## src/rtl/pong_pkg.sv

```systemverilog
// Shared encodings for the Pong match controller: FSM state codes,
// ball-unit result codes and winner codes.
package pong_pkg;

    localparam logic [2:0] ST_IDLE   = 3'd0;
    localparam logic [2:0] ST_SERVE  = 3'd1;
    localparam logic [2:0] ST_PLAY   = 3'd2;
    localparam logic [2:0] ST_SCORED = 3'd3;
    localparam logic [2:0] ST_OVER   = 3'd4;

    localparam logic [1:0] RES_NONE  = 2'd0;
    localparam logic [1:0] RES_P1    = 2'd1;
    localparam logic [1:0] RES_P2    = 2'd2;

    localparam logic [1:0] WIN_NONE  = 2'd0;
    localparam logic [1:0] WIN_P1    = 2'd1;
    localparam logic [1:0] WIN_P2    = 2'd2;

endpackage

```

## src/rtl/serve_timer.sv

```systemverilog
// Loadable down-counter that times the serve countdown; it parks at zero
// and reports done while at zero and not being reloaded.
module serve_timer #(
    parameter int CNT_W = 25
) (
    input  logic             i_Clk,
    input  logic             i_Rst,
    input  logic             i_load,
    input  logic [CNT_W-1:0] i_load_val,
    output logic             o_done
);

    logic [CNT_W-1:0] cnt_q, cnt_d;

    // NOTE: every variable written in always_comb gets a default first, so no latch is inferred.
    always_comb begin
        cnt_d = cnt_q;
        if (i_load) begin
            cnt_d = i_load_val;
        end else if (cnt_q != '0) begin
            cnt_d = cnt_q - 1'b1;
        end
    end

    // NOTE: sequential state uses non-blocking assignments only.
    always_ff @(posedge i_Clk or posedge i_Rst) begin
        if (i_Rst) begin
            cnt_q <= '0;
        end else begin
            cnt_q <= cnt_d;
        end
    end

    assign o_done = (cnt_q == '0) && !i_load;

endmodule

```

## src/rtl/pong_match_ctrl.sv

```systemverilog
// Pong match/serve controller: sequences start, serve countdown, rally,
// point and game-over, keeps both scores and decides the winner.
module pong_match_ctrl
    import pong_pkg::*;
#(
    parameter int SCORE_W     = 4,
    parameter int WIN_SCORE   = 9,
    parameter int WIN_BY_TWO  = 0,
    parameter int SERVE_DELAY = 25000000,
    parameter int AUTO_SERVE  = 0,
    parameter int CNT_W       = 25
) (
    input  logic               i_Clk,
    input  logic               i_Rst,
    input  logic               i_start,
    input  logic [1:0]         i_game_result,
    output logic [2:0]         o_state,
    output logic               o_play_en,
    output logic [SCORE_W-1:0] o_p1_score,
    output logic [SCORE_W-1:0] o_p2_score,
    output logic [1:0]         o_winner,
    output logic               o_serve_dir,
    output logic               o_point_pulse
);

    generate
        if (WIN_SCORE < 1 || WIN_SCORE > (2 ** SCORE_W) - 1) begin : g_bad_win_score
            $error("pong_match_ctrl: WIN_SCORE out of range for SCORE_W");
        end
        if (SERVE_DELAY < 1) begin : g_bad_serve_delay
            $error("pong_match_ctrl: SERVE_DELAY must be at least 1");
        end
    endgenerate

    localparam logic [SCORE_W-1:0] MAX_SCORE  = '1;
    localparam logic [SCORE_W-1:0] WIN_VAL    = SCORE_W'(WIN_SCORE);
    localparam logic [SCORE_W:0]   LEAD_TWO   = (SCORE_W + 1)'(2);
    localparam logic [CNT_W-1:0]   SERVE_LOAD = CNT_W'(SERVE_DELAY - 1);

    logic [2:0]         state_q, state_d;
    logic               start_q, start_edge;
    logic               timer_load, timer_done;
    logic               p1_pt, p2_pt, point, win;
    logic [SCORE_W-1:0] scorer_old, other_score, scorer_new;

    logic [SCORE_W-1:0] p1_q, p1_d, p2_q, p2_d;
    logic [1:0]         winner_q, winner_d;
    logic               dir_q, dir_d, pulse_q, pulse_d, play_en_q, play_en_d;

    assign start_edge = i_start & ~start_q;

    always_comb begin
        p1_pt = 1'b0;
        p2_pt = 1'b0;
        if (state_q == ST_PLAY) begin
            case (i_game_result)
                RES_P1:   p1_pt = 1'b1;
                RES_P2:   p2_pt = 1'b1;
                RES_NONE: ;
                default:  ;
            endcase
        end
    end

    // Win check always looks at the post-increment score of the scorer.
    assign point       = p1_pt | p2_pt;
    assign scorer_old  = p1_pt ? p1_q : p2_q;
    assign other_score = p1_pt ? p2_q : p1_q;
    assign scorer_new  = (scorer_old == MAX_SCORE) ? MAX_SCORE : scorer_old + 1'b1;
    assign win = point && (scorer_new >= WIN_VAL) &&
                 ((WIN_BY_TWO == 0) ||
                  ({1'b0, scorer_new} >= {1'b0, other_score} + LEAD_TWO) ||
                  (scorer_new == MAX_SCORE));

    serve_timer #(
        .CNT_W(CNT_W)
    ) u_serve_timer (
        .i_Clk      (i_Clk),
        .i_Rst      (i_Rst),
        .i_load     (timer_load),
        .i_load_val (SERVE_LOAD),
        .o_done     (timer_done)
    );

    always_ff @(posedge i_Clk or posedge i_Rst) begin
        if (i_Rst) begin
            state_q <= ST_IDLE;
        end else begin
            state_q <= state_d;
        end
    end

    always_comb begin
        state_d    = state_q;
        timer_load = 1'b0;
        case (state_q)
            ST_IDLE: begin
                if (start_edge) begin
                    state_d    = ST_SERVE;
                    timer_load = 1'b1;
                end
            end
            ST_SERVE: begin
                if (timer_done) state_d = ST_PLAY;
            end
            ST_PLAY: begin
                if (point) state_d = win ? ST_OVER : ST_SCORED;
            end
            ST_SCORED: begin
                if ((AUTO_SERVE != 0) || start_edge) begin
                    state_d    = ST_SERVE;
                    timer_load = 1'b1;
                end
            end
            ST_OVER: begin
                if (start_edge) begin
                    state_d    = ST_SERVE;
                    timer_load = 1'b1;
                end
            end
            default: state_d = ST_IDLE;
        endcase
    end

    always_comb begin
        p1_d      = p1_q;
        p2_d      = p2_q;
        winner_d  = winner_q;
        dir_d     = dir_q;
        pulse_d   = 1'b0;
        play_en_d = (state_d == ST_PLAY);
        if (point) begin
            pulse_d = 1'b1;
            if (p1_pt) begin
                p1_d  = scorer_new;
                dir_d = 1'b1;
                if (win) winner_d = WIN_P1;
            end else begin
                p2_d  = scorer_new;
                dir_d = 1'b0;
                if (win) winner_d = WIN_P2;
            end
        end
        if ((state_q == ST_OVER) && start_edge) begin
            p1_d     = '0;
            p2_d     = '0;
            winner_d = WIN_NONE;
            dir_d    = 1'b0;
        end
    end

    // start_q resets high so a switch held through reset cannot start a game.
    always_ff @(posedge i_Clk or posedge i_Rst) begin
        if (i_Rst) begin
            start_q   <= 1'b1;
            p1_q      <= '0;
            p2_q      <= '0;
            winner_q  <= WIN_NONE;
            dir_q     <= 1'b0;
            pulse_q   <= 1'b0;
            play_en_q <= 1'b0;
        end else begin
            start_q   <= i_start;
            p1_q      <= p1_d;
            p2_q      <= p2_d;
            winner_q  <= winner_d;
            dir_q     <= dir_d;
            pulse_q   <= pulse_d;
            play_en_q <= play_en_d;
        end
    end

    assign o_state       = state_q;
    assign o_play_en     = play_en_q;
    assign o_p1_score    = p1_q;
    assign o_p2_score    = p2_q;
    assign o_winner      = winner_q;
    assign o_serve_dir   = dir_q;
    assign o_point_pulse = pulse_q;

endmodule

```

## config.mk

```make
export PLATFORM = sky130hd
export DESIGN_NAME = pong_match_ctrl
export DESIGN_NICKNAME = d
export VERILOG_FILES = /design/src/rtl/pong_pkg.sv /design/src/rtl/serve_timer.sv /design/src/rtl/pong_match_ctrl.sv
export SDC_FILE = /design/constraint.sdc
export NUM_CORES = 1
export LEC_CHECK = 0
export CAP_MARGIN = 20
export CORE_MARGIN = 2
export CORE_UTILIZATION = 63
export DETAILED_ROUTE_END_ITERATION = 16
export PLACE_DENSITY = 0.85
export REMOVE_ABC_BUFFERS = 1
export SYNTH_ARGS = -nofsm -noshare
export SYNTH_HDL_FRONTEND = slang
export SYNTH_HIERARCHICAL = 1
export SYNTH_SLANG_ARGS = --single-unit
```

## constraint.sdc

```tcl
create_clock -name i_Clk -period 6.9 [get_ports i_Clk]
set_clock_uncertainty 0.05 [all_clocks]
set_input_delay 1.38 -clock i_Clk [delete_from_list [all_inputs] [get_ports i_Clk]]
set_output_delay 1.38 -clock i_Clk [all_outputs]
set_load 0.05 [all_outputs]
```

* Word-level counts from Yosys, hierarchy flattened *
Index checks and enable logic that the tools add are counted.
Widths: inputs -> output; s select.

storage, ports and cells
  bits in registers = 42
  latch bits = 0
  bits in writable memories = 0
  bits in read-only memories = 0
  bits of input ports = 5
  output and inout port bits = 16
  logic and storage cells = 69
  memories kept = 0

cells by class
  add/sub/neg operators = 2
  $mul = 0
  divide/modulo/power cells = 0
  magnitude comparators = 1
  equality and inequality tests = 9
  shift operators = 0
  mux-type cells = 30
  bitwise logic cells = 3
  reductions and logical operators = 15

operator list
  cell                   count
  $mux 25                2
  $mux 4                 8
  $logic_not 25->1       1
  $reduce_bool 25->1     1
  $sub 25x1->25 const B  1
  $mux 3                 4
  $mux 1                 10
  $mux 2                 5
  $eq 3x2->1 const B     3
  $pmux 3 s3             1
  $reduce_bool 2->1      4
  $reduce_and 2->1       3
  $add 4x1->4 const B    1
  $eq 4x4->1 const B     1
  $ge 4x4->1 const B     1
  $eq 3x1->1 const B     1
  $eq 3x3->1 const B     1
  $logic_and 1x1->1      3
  $logic_not 3->1        1
  $reduce_or 3->1        1
  $eq 2x1->1 const B     1
  $eq 2x2->1 const B     1
  $ne 2x1->1 const B     1
  $and 1x1->1            1
  3 further kinds        3

* Longest topological paths before layout *
Gate-level depths: netlist (run 1).

  word-level depth = 12
  depth in mapped cells = 12
  mapped depth without buffers = 11

* Cells and area by module *
Netlist (run 1), hierarchy kept.

modules (own cells, without submodules)
  module           times used  cells an instance  area an instance (um^2)  sequential area each (um^2)
  serve_timer      1           180                1,569.0                  625.6
  pong_match_ctrl  1           115                1,028.5                  426.7

* Least setup slack after synthesis (run 1) *
OpenSTA, ideal clock, no wires.

  path kind = in2reg
  start point = input port i_game_result[0]
  end point = register state_q[2], in the netlist o_state[2]
  library setup time = 120 ps
  arrival time = 3,334 ps
  data required time = 6,730 ps
  path slack = 3,397 ps
  stages = 10
  buffers on the path = 0
  cell sequence = nor2b_1 nand2_1 a21oi_1 inv_1 ha_1 or3b_1 a21oi_1 nor2_1 o21a_1 a31o_1

on the way
  cells in the longest elaborated chain, start to end = 11
  elaborated cells on any way between the ends = 16
  those cells by class = add/sub (1); order compare (1); eq/ne (3); mux (9); bitwise (1); reduce/logical (1)

ends and longest elaborated chain
  item                                       line                    text
  start: declaration                         pong_match_ctrl.sv:16   input logic [1:0] i_game_result,
  $eq 2x1->1                                 pong_match_ctrl.sv:56   case (i_game_result)
  $mux 1                                     pong_match_ctrl.sv:56
  $mux 1                                     pong_match_ctrl.sv:55   if (state_q == ST_PLAY) begin
  $mux 4                                     pong_match_ctrl.sv:67   assign scorer_old = p1_pt ? p1_q : p2_q;
  $add 4x1->4 or $eq 4x4->1 (tied branches)  pong_match_ctrl.sv:69   assign scorer_new = (scorer_old == MAX_SCORE) ? MAX_SCORE : scorer_old + 1'b1;
  $mux 4                                     pong_match_ctrl.sv:69
  $ge 4x4->1                                 pong_match_ctrl.sv:70   assign win = point && (scorer_new >= WIN_VAL) &&
  $logic_and 1x1->1                          pong_match_ctrl.sv:70
  $mux 3                                     pong_match_ctrl.sv:107  if (point) state_d = win ? ST_OVER : ST_SCORED;
  $mux 3 *                                   pong_match_ctrl.sv:107
  $pmux 3 s3 *                               pong_match_ctrl.sv:96   case (state_q)
  via state_d[2]                             pong_match_ctrl.sv:40   logic [2:0] state_q, state_d;
  end signal: assignment                     pong_match_ctrl.sv:89   state_q <= state_d;
  end: declaration                           pong_match_ctrl.sv:40

Mark *: on every way through the listed nets, which the timed path passes. The rest lies on a longest branch.
A chain may end at the register's enable or synchronous reset.

* Final worst setup path (run 1) *
  start point = input port i_game_result[0]
  end point = register state_q[1], in the netlist o_state[1]

The elaborated chain is that of the path after synthesis.

==> impl_metrics.py, run 1 <==
metrics = {
    "timing": {
        "final.min_clock_period_ns": 4.14,
        "setup-tns-final_ns": 0,
        "finalHoldViolations": 0,
        "slew_of_the_pin_with_the_lowest_slew_margin_ns": 0.995,
        "final_period_util": 0.600,
        "timing.fmax_mhz": 242,
        "drv_slew": 0,
        "rsz_0062_raised_after_global_routing": "false",
        "report.final.setup_viol": 0,
        "worst_slew_margin_rel": 0.331,
    },
    "placed_design": {
        "finalWeightedCongestion": 0.863,
        "port-buffer-count": 20,
        "dp_hpwl_mm": 4.06,
        "numPlacedInstances": 380,
    },
    "routing": {
        "finalWirelength_mm": 5.95,
        "vias": 2324,
        "drt.antenna.violating_nets": 0,
        "routed_wire_length_per_instance_um": 15.3,
        "drc_errors": 0,
        "firstDrtPassIters": 4,
        "detailedRoute.firstIterationViolations": 201,
        "drt-vias-per-instance": 5.99,
    },
    "job": {
        "drv_cap": 0,
    },
    "global_routing": {
        "grt_start_max_net_pins": 32,
        "grt_first_pass_wirelength_mm": 10.0,
        "first_global_vias": 2179,
        "gr-usage-all-layers": 0.289,
        "initial_antenna_violation_count": 0,
        "globalRoute.totalOverflow": 0,
    },
    "clocking": {
        "tritoncts_clock_tree": "built",
        "post-cts-setup-buffer-count": 0,
        "insertion_delay_ns": 0.30,
        "postCtsHoldBufs": 0,
        "cts_root_buffer": "clkbuf_8",
        "clock_sinks": 42,
        "tritoncts.num_buffers": 5,
        "cts.htree.levels": 2,
        "cts.clk_slew.worst_paths_ns": 0.09,
        "ctsLongestPathBuffers": 2,
        "cts-resized-gates": 0,
    },
    "status": {
        "run_status": "finished, final reports clean",
    },
    "hold_path": {
        "source_of_the_worst_hold_timing_path": "o_winner[0]$_DFFE_PP0P_",
        "min_path_type": "reg -> reg",
    },
    "logic_synthesis": {
        "syn_avg_cell_area_um2": 8.81,
        "synth_flop_cell": "dfrtp_1",
        "yosys-top-cells-area": "dfrtp_1 39%, nor2_1 4.6%, xnor2_1 4.4%, a21oi_1 4.2%, nand2_1 4.0%",
        "ys_top_cells_by_count": "41 x dfrtp_1, 32 x nor2_1, 28 x nand2_1, 22 x a21oi_1, 20 x nor3_1",
        "yosys_warnings": 6,
        "cells_after_synth": 295,
        "synth_top_cell_by_area": "dfrtp_1",
        "synth-async-reset-ratio": 1.00,
        "synth-seq-area-share": 0.405,
        "synth_edf_count": 0,
        "synth_cell_type_count": 58,
        "library_cell_with_the_highest_instance_count_after_synthesis": "dfrtp_1",
        "synth_top_area_share": 0.395,
        "synthesis.area_um2": 2600,
        "postSynthRegisterBits": 42,
    },
    "setup_path": {
        "worst_ep_arrival_time_ns": 4.30,
        "required_ns": 7.06,
        "slowest_delay_ns": 0.55,
        "critical_path.cell_chain": "clkdlybuf4s50_1 > nor2b_1 > nand2_1 > a21oi_1 > inv_1 > ha_1 > or3b_1 > a21oi_1 > nor2_1 > o21a_1 > a211oi_1",
        "worst_path_max_delay_cell": "clkdlybuf4s50_1",
        "cp_max_fo": 10,
        "timing.critical_path.from_type": "input port",
        "end_kind": "register",
        "r2r-start": "o_state[2]$_DFF_PP0_",
        "critPathTopFamily": "compound AO/OA/AOI/OAI gates",
        "critical_path_launch_point": "i_game_result[0]",
        "worst_setup_path_type": "in -> reg",
        "crit_top_cell": "a21oi_1",
        "worstPathBufferInverterCount": 2,
    },
    "final_layout": {
        "fin_nets": 346,
        "diodes": 0,
        "finalNonFillerCells": 388,
        "area_growth_pct": 17.2,
        "drive_gt1_frac": 0.0680,
        "nFillCells": 296,
    },
    "floorplan": {
        "chipWidth_um": 68.2,
        "core_area_um2": 3970,
        "initial_utilization": 0.654,
        "fp.dieH_um": 68.2,
        "core.rowCount": 23,
        "die_area_um2": 4650,
        "boundaryPins": 21,
    },
    "pwr": {
        "p_sw_mw": 0.518,
        "p_sw_frac": 0.428,
        "comb_power_share": 0.416,
        "share_clk_of_total_power": 0.196,
        "sequential_fraction_of_design_power": 0.388,
        "power_density_nw_per_um2": 397,
        "internal-power_mw": 0.692,
        "vdd.ir_drop.worst_mv": 0.219,
        "p_leak_nw": 1.23,
    },
}
flip-flops by register name (all words and copies together) (netlist names):
name                 flops
u_serve_timer/cnt_q     25
o_state                  3
o_serve_dir              1
o_winner                 2
o_p1_score               4
o_point_pulse            1
start_q                  1
o_play_en                1
o_p2_score               4
power groups by stage:
stage               sequential (mW)  combinational, mW  clock [mW]
floorplan                     0.536              0.281           0
CTS                           0.464              0.504       0.240
finish                        0.469              0.503       0.237
global route                  0.483              0.559       0.251
detailed placement            0.466              0.500           0
global placement              0.463              0.483           0
stage by stage:
stage	util	power [mW]	setup WS [ns]	cell area, um^2	hold WS, ns
3_3_place_gp	0.732	0.946	2.68	2910	0.439
6_report	0.767	1.21	2.76	3050	0.487
3_5_place_dp	0.732	0.966	2.59	2910	0.470
2_1_floorplan	-	0.818	3.02	2640	0.457
4_1_cts	0.767	1.21	2.82	3050	0.489
5_1_grt	0.767	1.29	2.51	3050	0.497
kinds of logic (layout without fill, tap and decap cells):
logic type,Yosys count,after routing,synth area share
AOI/OAI and AO/OA,66,66,0.173
xor gates and xnor gates,13,13,0.0438
adders and majority gates,4,4,0.0193
buffers and inverters,26,46,0.0433
DFF,42,42,0.405
other,2,25,0.00289
and+or+nand+nor,142,142,0.312
final cells by class:
class | count | area (um^2) | share of cell area
Clock buffer | 5 | 68.8 | 0.0226
Clock inverter | 3 | 68.8 | 0.0226
Inverter | 17 | 63.8 | 0.0210
Multi-Input combinational cell | 250 | 1520 | 0.500
Sequential cell | 42 | 1050 | 0.346
Tap cell | 50 | 62.6 | 0.0205
Timing Repair Buffer | 21 | 208 | 0.0682
placed cells by master (no fill, tap or decap), types with 5 or more instances in the layout:
cell type,instances
a21oi_1,22
inv_1,16
nor3_1,20
nor2_1,31
clkdlybuf4s50_1,20
a211oi_1,12
nand2_1,28
nand4_1,5
nand3_1,5
nor4_1,7
dfrtp_1,41
conb_1,25
and3_1,7
clkbuf_8,5
o21ai_0,5
xnor2_1,13
a2111oi_0,7
final timing paths:
kind | depth (start not counted) | slack [ns] | end
max in group asynchronous | 2 | 4.65 | u_serve_timer/cnt_q[15]$_DFFE_PP0N_
hold reg to reg | 1 | 0.49 | o_winner[0]$_DFFE_PP0P_
min in group asynchronous | 2 | 1.44 | o_state[1]$_DFF_PP0_
setup / recovery | 11 | 2.76 | o_state[1]$_DFF_PP0_
setup reg to reg | 10 | 3.57 | o_state[1]$_DFF_PP0_
hold / removal | 1 | 0.49 | o_winner[0]$_DFFE_PP0P_
per-layer routing:
layer  track usage  vias up  wire [um]
li1              -     1155          -
met1         0.351     1086       2510
met2         0.489       68       3080
met3        0.0641       15        235
met4         0.133        0        123
met5             0        -          0
(Power assumes the default switching activity.)
==> run 2, diff against run 1 <==
- CORE_UTILIZATION: 63 -> 58
- PLACE_DENSITY: 0.85 -> 0.8
- clock period: 6.9 -> 4.1 ns (I/O delays scaled with it)
==> run 2 against run 1 <==
  * Sequential cell count stayed put
  * Die area grew 8.1%
  * Power up 62%
  * Routed wire length shrank 3.3%
  * Hold slack got worse by 0.030 ns
  * Cell count up 1.3%
  * Global-route usage fell by 3.8 points
  * Combinational power up 68%
  * Critical path depth stayed put
  * Final area rose by 0.41%
  * Clock-buffer cell count rose by 1
  * Largest cell class unchanged
  * First-iteration DRC count rose by 1.0%
==> impl_metrics.py, run 2 (synthesis results as in run 1) <==
metrics = {
    "setup_path": {
        "worst_ep_arrival_time_ns": 3.65,
        "cp_max_fo": 10,
        "regToRegSetupSlack_ns": 0.79,
        "timing.critical_path.from_type": "input port",
        "end_kind": "register",
        "required_ns": 4.26,
        "worst_setup_path_type": "in -> reg",
    },
    "final_layout": {
        "fin_nets": 349,
        "multi_input_area_um2": 1520,
        "final_area_um2": 3060,
        "regArea_um2": 1050,
        "nFillCells": 380,
        "largest_register_ff_count": 25,
        "diodes": 0,
        "layout_commonest_cell": "dfrtp_1",
        "final_cell_mix": "41 x dfrtp_1, 31 x nor2_1, 28 x nand2_1",
        "drive_gt1_frac": 0.0733,
        "largest_register": "u_serve_timer/cnt_q",
        "area_growth_pct": 17.7,
    },
    "clocking": {
        "insertion_delay_ns": 0.30,
        "clock_sinks": 42,
        "cts.htree.levels": 2,
        "postCtsHoldBufs": 0,
        "tritoncts.num_buffers": 5,
        "cts_root_buffer": "clkbuf_8",
        "post-cts-setup-buffer-count": 0,
        "cts.clk_slew.worst_paths_ns": 0.08,
        "cts-resized-gates": 0,
        "ctsLongestPathBuffers": 2,
        "tritoncts_clock_tree": "built",
    },
    "routing": {
        "vias": 2324,
        "drt-vias-per-instance": 5.91,
        "routed_wire_length_per_instance_um": 14.6,
        "drt.antenna.violating_nets": 0,
        "finalWirelength_mm": 5.75,
        "drc_errors": 0,
        "firstDrtPassIters": 4,
        "detailedRoute.firstIterationViolations": 203,
    },
    "timing": {
        "report.final.setup_viol": 0,
        "final.min_clock_period_ns": 3.49,
        "worst_slew_margin_rel": 0.478,
        "finalWorstSetupSlack_ns": 0.612,
        "timing.fmax_mhz": 287,
        "finalHoldViolations": 0,
        "slew_of_the_pin_with_the_lowest_slew_margin_ns": 0.782,
        "drv_slew": 0,
        "rsz_0062_raised_after_global_routing": "false",
        "setup-tns-final_ns": 0,
        "final_period_util": 0.851,
    },
    "floorplan": {
        "die_area_um2": 5030,
        "fp.dieH_um": 70.9,
        "boundaryPins": 21,
        "core.rowCount": 24,
        "chipWidth_um": 70.9,
        "initial_utilization": 0.601,
        "core_area_um2": 4320,
    },
    "hold_path": {
        "min_path_type": "reg -> reg",
    },
    "global_routing": {
        "grt_first_pass_wirelength_mm": 10.1,
        "globalRoute.totalOverflow": 0,
        "gr-usage-all-layers": 0.252,
        "grt_start_max_net_pins": 31,
        "first_global_vias": 2223,
        "initial_antenna_violation_count": 0,
    },
    "placed_design": {
        "postPlaceCellArea_um2": 2920,
        "finalWeightedCongestion": 0.911,
        "dp_hpwl_mm": 4.09,
        "port-buffer-count": 20,
        "post-place-ws_ns": 0.355,
    },
    "pwr": {
        "p_leak_nw": 1.24,
        "power_density_nw_per_um2": 640,
        "vdd.ir_drop.worst_mv": 0.346,
    },
    "job": {
        "drv_cap": 0,
    },
    "status": {
        "run_status": "finished, final reports clean",
    },
}
[run 2: where the power goes]
group,internal (mW),switching [mW],total (mW),leakage (nW)
Combinational,0.350,0.494,0.843,0.688
Sequential,0.576,0.214,0.789,0.497
Clock,0.182,0.144,0.326,0.0514
[run 2: path summary, 6_finish.rpt]
kind,to,depth (start not counted),from
worst min register to register,o_winner[0]$_DFFE_PP0P_,1,o_winner[0]$_DFFE_PP0P_
worst max register to register,o_state[1]$_DFF_PP0_,10,o_state[1]$_DFF_PP0_
worst max-delay path,o_state[1]$_DFF_PP0_,11,i_game_result[0]
min in group asynchronous,u_serve_timer/cnt_q[6]$_DFFE_PP0N_,2,i_Rst
max in group asynchronous,o_p2_score[2]$_DFFE_PP0P_,2,i_Rst
worst min-delay path,o_winner[0]$_DFFE_PP0P_,1,o_winner[0]$_DFFE_PP0P_
[run 2: stage by stage]
step | util | hold slack (ns) | std cells | total power [mW]
floorplan | - | 0.457 | 309 | 1.38
global placement | 0.675 | 0.439 | 383 | 1.60
detailed placement | 0.675 | 0.446 | 383 | 1.62
CTS | 0.700 | 0.464 | 391 | 1.95
global route | 0.707 | 0.497 | 393 | 2.10
finish | 0.707 | 0.457 | 393 | 1.96
[run 2: cell type report]
cell class,count,share of cell area
multi-input cells,250,0.498
flip-flops and latches,42,0.344
repair buffers,24,0.0802
clock buffers,6,0.0237
well taps,52,0.0213
inverters,17,0.0209
clock inverters,2,0.0123
[run 2: layer usage]
| layer | vias to the layer above | global-route usage | wire [um] |
|---|---|---|---|
| met5 | - | 0 | 0 |
| met4 | 0 | 0.124 | 140 |
| met3 | 13 | 0.0456 | 250 |
| met2 | 64 | 0.435 | 2920 |
| met1 | 1099 | 0.302 | 2440 |
| li1 | 1148 | - | - |
[run 2: critical path, cell delays in order]
cell,delay (ns)
clkdlybuf4s50_1,0.54
nor2b_1,0.23
nand2_1,0.24
a21oi_1,0.32
inv_1,0.07
ha_1,0.32
or3b_1,0.39
a21oi_1,0.20
nor2_1,0.08
o21a_1,0.21
a211oi_1,0.22
==> run 3, diff against run 2 <==
- CORE_ASPECT_RATIO: unset -> 0.75
- CORE_UTILIZATION: 58 -> 60
- CTS_BUF_LIST: unset -> sky130_fd_sc_hd__clkbuf_4
- PLACE_DENSITY: 0.8 -> 0.82
==> run 3 against run 2 <==
  * Register-to-register slack about the same
  * Global-route usage increased by 1.3 points
  * Via count grew 0.30%
  * Die area fell by 3.0%
  * Routed wire length rose by 2.6%
  * Fmax is 2.5% higher
  * Cell count up 1.0%
  * Largest cell class unchanged
  * Highest routed layer unchanged
==> impl_metrics.py, run 3 (synthesis results as in run 1) <==
metrics = {
    "timing": {
        "worst_slew_margin_rel": 0.479,
        "report.final.setup_viol": 0,
        "final.min_clock_period_ns": 3.40,
        "rsz_0062_raised_after_global_routing": "false",
        "timing.fmax_mhz": 294,
        "setup-tns-final_ns": 0,
        "finalHoldViolations": 0,
        "slew_of_the_pin_with_the_lowest_slew_margin_ns": 0.780,
        "fin_hold_ws_ns": 0.471,
        "final_period_util": 0.830,
        "drv_slew": 0,
    },
    "setup_path": {
        "timing.critical_path.from_type": "input port",
        "worst_setup_path_type": "in -> reg",
        "regToRegSetupSlack_ns": 0.80,
        "r2r-start": "o_state[1]$_DFF_PP0_",
        "cp_num_cells": 11,
        "rr_endpoint": "o_state[2]$_DFF_PP0_",
        "required_ns": 4.30,
        "critical_path_launch_point": "i_game_result[0]",
        "worst_ep_arrival_time_ns": 3.60,
        "critical_path.cell_chain": "clkdlybuf4s50_1 > nor2b_1 > nand2_1 > a21oi_1 > inv_1 > ha_1 > or3b_1 > a21oi_1 > nor2_1 > o21a_1 > a31o_1",
        "critPathTopFamily": "compound AO/OA/AOI/OAI gates",
        "end_kind": "register",
        "slowest_delay_ns": 0.52,
        "worstPathBufferInverterCount": 2,
        "cp_max_fo": 10,
        "cp-endpoint": "o_state[2]$_DFF_PP0_",
        "ff2ff_path_depth": 10,
        "worst_path_max_delay_cell": "clkdlybuf4s50_1",
        "crit_top_cell": "a21oi_1",
    },
    "clocking": {
        "clock_sinks": 42,
        "cts_root_buffer": "clkbuf_4",
        "postCtsHoldBufs": 0,
        "cts.clk_slew.worst_paths_ns": 0.12,
        "ctsLongestPathBuffers": 2,
        "insertion_delay_ns": 0.35,
        "tritoncts.num_buffers": 5,
        "cts.htree.levels": 2,
        "cts-resized-gates": 0,
        "tritoncts_clock_tree": "built",
        "post-cts-setup-buffer-count": 0,
    },
    "global_routing": {
        "first_global_vias": 2051,
        "grt_start_max_net_pins": 32,
        "gr-usage-all-layers": 0.264,
        "globalRoute.totalOverflow": 0,
        "initial_antenna_violation_count": 0,
        "grt_first_pass_wirelength_mm": 9.87,
    },
    "hold_path": {
        "min_path_type": "reg -> reg",
    },
    "pwr": {
        "power_density_nw_per_um2": 610,
        "p_leak_nw": 1.23,
        "vdd.ir_drop.worst_mv": 0.337,
    },
    "routing": {
        "finalWirelength_mm": 5.90,
        "route.met3.wl_um": 419,
        "detailedRoute.firstIterationViolations": 282,
        "dr.max_layer_used": "met4",
        "firstDrtPassIters": 4,
        "drt-vias-per-instance": 5.87,
        "drt.antenna.violating_nets": 0,
        "wl_met2_mm": 2.43,
        "routed_wire_length_per_instance_um": 14.9,
        "drc_errors": 0,
        "vias": 2331,
        "met1Wirelength_mm": 3.00,
    },
    "placed_design": {
        "finalWeightedCongestion": 0.945,
        "dp_hpwl_mm": 4.23,
        "port-buffer-count": 20,
    },
    "final_layout": {
        "nFillCells": 335,
        "drive_gt1_frac": 0.0760,
        "area_growth_pct": 16.2,
        "fin_nets": 350,
        "largest_register": "u_serve_timer/cnt_q",
        "largest_register_ff_count": 25,
        "layout_commonest_cell": "dfrtp_1",
        "final_core_utilization": 0.735,
        "regArea_um2": 1050,
        "multi_input_area_um2": 1520,
        "final_cell_mix": "41 x dfrtp_1, 31 x nor2_1, 28 x nand2_1",
        "diodes": 0,
    },
    "status": {
        "run_status": "finished, final reports clean",
    },
    "floorplan": {
        "core_area_um2": 4100,
        "core.rowCount": 20,
        "die_area_um2": 4880,
        "chipWidth_um": 80.0,
        "initial_utilization": 0.633,
        "fp.dieH_um": 61.0,
        "boundaryPins": 21,
    },
    "job": {
        "drv_cap": 0,
    },
}
## run 3: cell types whose count changed in the layout (fill, tap and decap cells not counted)
cell and delta:
buf_16 +1, buf_4 +2, buf_8 -2, bufinv_16 -1, clkbuf_1 -1, clkbuf_4 +6, clkbuf_8 -5, clkinv_1 +1
clkinv_2 +1, clkinvlp_4 -1
## run 3: per-layer routing
| layer | vias to the layer above | GRT usage |
|---|---|---|
| met4 | 0 | 0.0702 |
| li1 | 1159 | - |
| met2 | 76 | 0.363 |
| met3 | 4 | 0.0655 |
| met5 | - | 0 |
| met1 | 1092 | 0.412 |
## run 3: worst min path at each step
stage / start / end / slack, ns / cells after the start
floorplan: u_serve_timer/cnt_q[5]$_DFFE_PP0N_ / u_serve_timer/cnt_q[5]$_DFFE_PP0N_ / 0.46 / 1
global placement: o_winner[0]$_DFFE_PP0P_ / o_winner[0]$_DFFE_PP0P_ / 0.44 / 1
detailed placement: o_winner[0]$_DFFE_PP0P_ / o_winner[0]$_DFFE_PP0P_ / 0.45 / 1
CTS: o_winner[0]$_DFFE_PP0P_ / o_winner[0]$_DFFE_PP0P_ / 0.48 / 1
global route: o_winner[0]$_DFFE_PP0P_ / o_winner[0]$_DFFE_PP0P_ / 0.49 / 1
finish: o_winner[0]$_DFFE_PP0P_ / o_winner[0]$_DFFE_PP0P_ / 0.47 / 1
## run 3: stage by stage
step	instance area [um^2]	setup slack, ns	cells	power [mW]
after floorplan	2640	0.662	309	1.38
after global placement	2940	0.447	388	1.61
after detailed placement	2940	0.362	388	1.63
after CTS	2990	0.748	396	1.83
after global routing	3020	0.436	397	1.97
final	3020	0.698	397	1.84
## run 3: cell type report
type,instances,share of cell area
Sequential cell,42,0.349
Tap cell,55,0.0228
Timing Repair Buffer,25,0.0854
Clock inverter,2,0.00290
Clock buffer,6,0.0149
Inverter,17,0.0211
Multi-Input combinational cell,250,0.504
## run 3: power by group
part	internal, mW	leakage, nW	switching (mW)
Combinational	0.349	0.697	0.505
Clock	0.0712	0.0331	0.128
Sequential	0.574	0.497	0.213
Total	0.994	1.23	0.846
==> RTL edit (config.mk and constraints of run 1) <==
Reset style: synchronous (`i_Rst`), changed in 3 clocked blocks.
--- a/src/rtl/serve_timer.sv
+++ b/src/rtl/serve_timer.sv
@@ -23,7 +23,7 @@
     end
 
     // NOTE: sequential state uses non-blocking assignments only.
-    always_ff @(posedge i_Clk or posedge i_Rst) begin
+    always_ff @(posedge i_Clk) begin
         if (i_Rst) begin
             cnt_q <= '0;
         end else begin
--- a/src/rtl/pong_match_ctrl.sv
+++ b/src/rtl/pong_match_ctrl.sv
@@ -82,7 +82,7 @@
         .o_done     (timer_done)
     );
 
-    always_ff @(posedge i_Clk or posedge i_Rst) begin
+    always_ff @(posedge i_Clk) begin
         if (i_Rst) begin
             state_q <= ST_IDLE;
         end else begin
@@ -150,7 +150,7 @@
     end
 
     // start_q resets high so a switch held through reset cannot start a game.
-    always_ff @(posedge i_Clk or posedge i_Rst) begin
+    always_ff @(posedge i_Clk) begin
         if (i_Rst) begin
             start_q   <= 1'b1;
             p1_q      <= '0;
Function: differs if i_Rst is asserted again (counterexample within 4 cycles, from zero or initial values and one cycle with i_Rst high); with i_Rst held inactive, the same outputs for 10 cycles.
==> RTL edit against run 1 <==
First-iteration DRC count shrank 33%; synthesized area shrank 6.9%; routed wire length shrank 15%; sequential cell count is the same; worst setup slack lost 0.060 ns; power shrank 21%; cell area shrank 8.3%; via count shrank 7.8%.
==> RTL edit: results (changes against run 1) <==
* CTS root buf: clkbuf_8
* Fill cells at 270 (-8.8%)
* Wirelength per Cell at 13.3 um (-14%)
* Met3 WL at 126 um (-46%)
* Gr ovfl total at 0 (unchanged)
* Pre-CTS setup slack at 2.41 ns (-0.172 ns)
* Top post-synthesis cells by count: dfxtp_1, nor2_1, nand2_1, a21oi_1
* Slowest Stage Delay on Critical Path at 0.80 ns (+0.25 ns)
* Psw at 390 uW (-25%)
* Ys async rst share at 0% (-100 points)
* Initial antenna violation count at 0 (unchanged)
* Share of cells above drive strength 1 at 8.43% (+1.6 points)
* Largest net degree at the start of global routing at 31 (-3.1%)
* R2R cell count at 9 (-1)
* Status: complete, no violations
* Drt first-iter violations at 134 (-33%)
* Routed length on met2 at 2.55 mm (-17%)
* Static leakage at 0.00111 uW (-10%)
* Max Buffers Root-to-Sink at 2 (unchanged)
* Prevailing post-synth register cell: dfxtp_1
* WHS Path Cells at 2 (+1)
* Routability cong. at 0.902 (+4.5%)
* Metal-1 WL at 2.31 mm (-7.9%)
* Post-DP HPWL at 3.59 mm (-12%)
* Nets at 340 (-1.7%)
* Hold Fails Final Rpt at 0 (unchanged)
* Critical-path top delay cell: a2111oi_0
* Post-synth cell types at 62 (+6.9%)
* Global-route wire length before repair at 8.42 mm (-16%)
* Seq/Total Area, Yosys at 34.8% (-5.7 points)
* Largest cells by area after synthesis: dfxtp_1, nor2_1, nand2_1, xnor2_1, a21oi_1
* Vias in the first global route at 1962 (-10%)
* Tightest Pin Transition at 0.899 ns (-0.0969 ns)
* Pre-Repair DR Iteration Count at 5 (+1)
* Max rail drop VDD at 0.000162 V (-26%)
* Vias per cell at 5.64 (-5.8%)
* GRT Overall Usage at 24.7% (-4.2 points)
* Worst EP arrival at 4.34 ns (+0.04 ns)
==> RTL edit: changes by cell type in the layout (fill, tap and decap cells not counted), moves of 4 or more <==
cell | run 1 | this run
a2111oi_0 | 7 | 1
a211oi_1 | 12 | 8
a21oi_1 | 22 | 16
and3_1 | 7 | 2
and4_1 | 4 | 0
dfrtp_1 | 41 | 0
dfxtp_1 | 0 | 42
inv_1 | 16 | 8
nand2b_1 | 2 | 8
nor2_1 | 31 | 39
nor3_1 | 20 | 11
o211a_1 | 0 | 6
xor2_1 | 0 | 8
==> RTL edit: path summary, 6_finish.rpt <==
kind | from | end | slack (ns)
worst max-delay path | i_game_result[0] | o_winner[1] | 2.70
worst min-delay path | o_winner[0] | o_winner[0] | 0.43
worst max register to register | o_state[1] | o_winner[1] | 3.74
worst min register to register | o_winner[0] | o_winner[0] | 0.43
==> RTL edit: worst register-to-register path, stage by stage (launching register included) <==
cell and delay [ns]:
dfxtp_1 0.47, nor3b_2 0.37, nand2_1 0.30, nand2_1 0.14, nand2_1 0.08, ha_1 0.28, a2111oi_0 0.80, nor4_4 0.15
o211a_1 0.20, o221a_1 0.22
==> RTL edit: power groups by stage <==
| stage | clock network (uW) | registers, uW | logic (uW) |
|---|---|---|---|
| 2_1_floorplan | 0 | 364 | 347 |
| 3_3_place_gp | 0 | 371 | 404 |
| 3_5_place_dp | 0 | 374 | 421 |
| 4_1_cts | 158 | 370 | 427 |
| 5_1_grt | 167 | 380 | 479 |
| 6_report | 155 | 372 | 430 |
==> RTL edit: routing by layer <==
layer	up-vias	track usage, %
met2	24	45.3
met3	7	4.43
met4	0	9.44
met5	-	0
li1	1098	-
met1	1014	28.3
==> RTL edit: kinds of logic (layout without fill, tap and decap cells) <==
logic type | count (synthesis) | count (layout) | synth area share (%)
AO/OA/AOI/OAI | 62 | 62 | 18.4
AND/OR/NAND/NOR | 140 | 140 | 32.2
other | 2 | 25 | 0.311
adder cells (fa/ha/maj) | 4 | 4 | 2.07
buffers and inverters | 20 | 37 | 4.14
flip-flops | 42 | 42 | 34.8
XOR/XNOR | 19 | 19 | 6.88
multiplexers | 3 | 3 | 1.24
==> RTL edit: stage by stage <==
stage / area, um2 / instances / total power [uW] / util (%)
after floorplan: 2430 / 303 / 710 / -
final: 2790 / 380 / 957 / 75.7
after CTS: 2790 / 380 / 955 / 75.7
after global placement: 2710 / 372 / 775 / 73.4
after global routing: 2790 / 380 / 1030 / 75.7
after detailed placement: 2710 / 372 / 796 / 73.4
==> RTL edit: area by class of cell <==
cell class	instances	area, um2	area share (%)
multi-input combinational	253	1570	56.1
sequential	42	841	30.1
timing repair buffer	21	208	7.44
clock buffer	6	72.6	2.60
tap	48	60.1	2.15
inverter	8	30.0	1.08
clock inverter	2	13.8	0.493
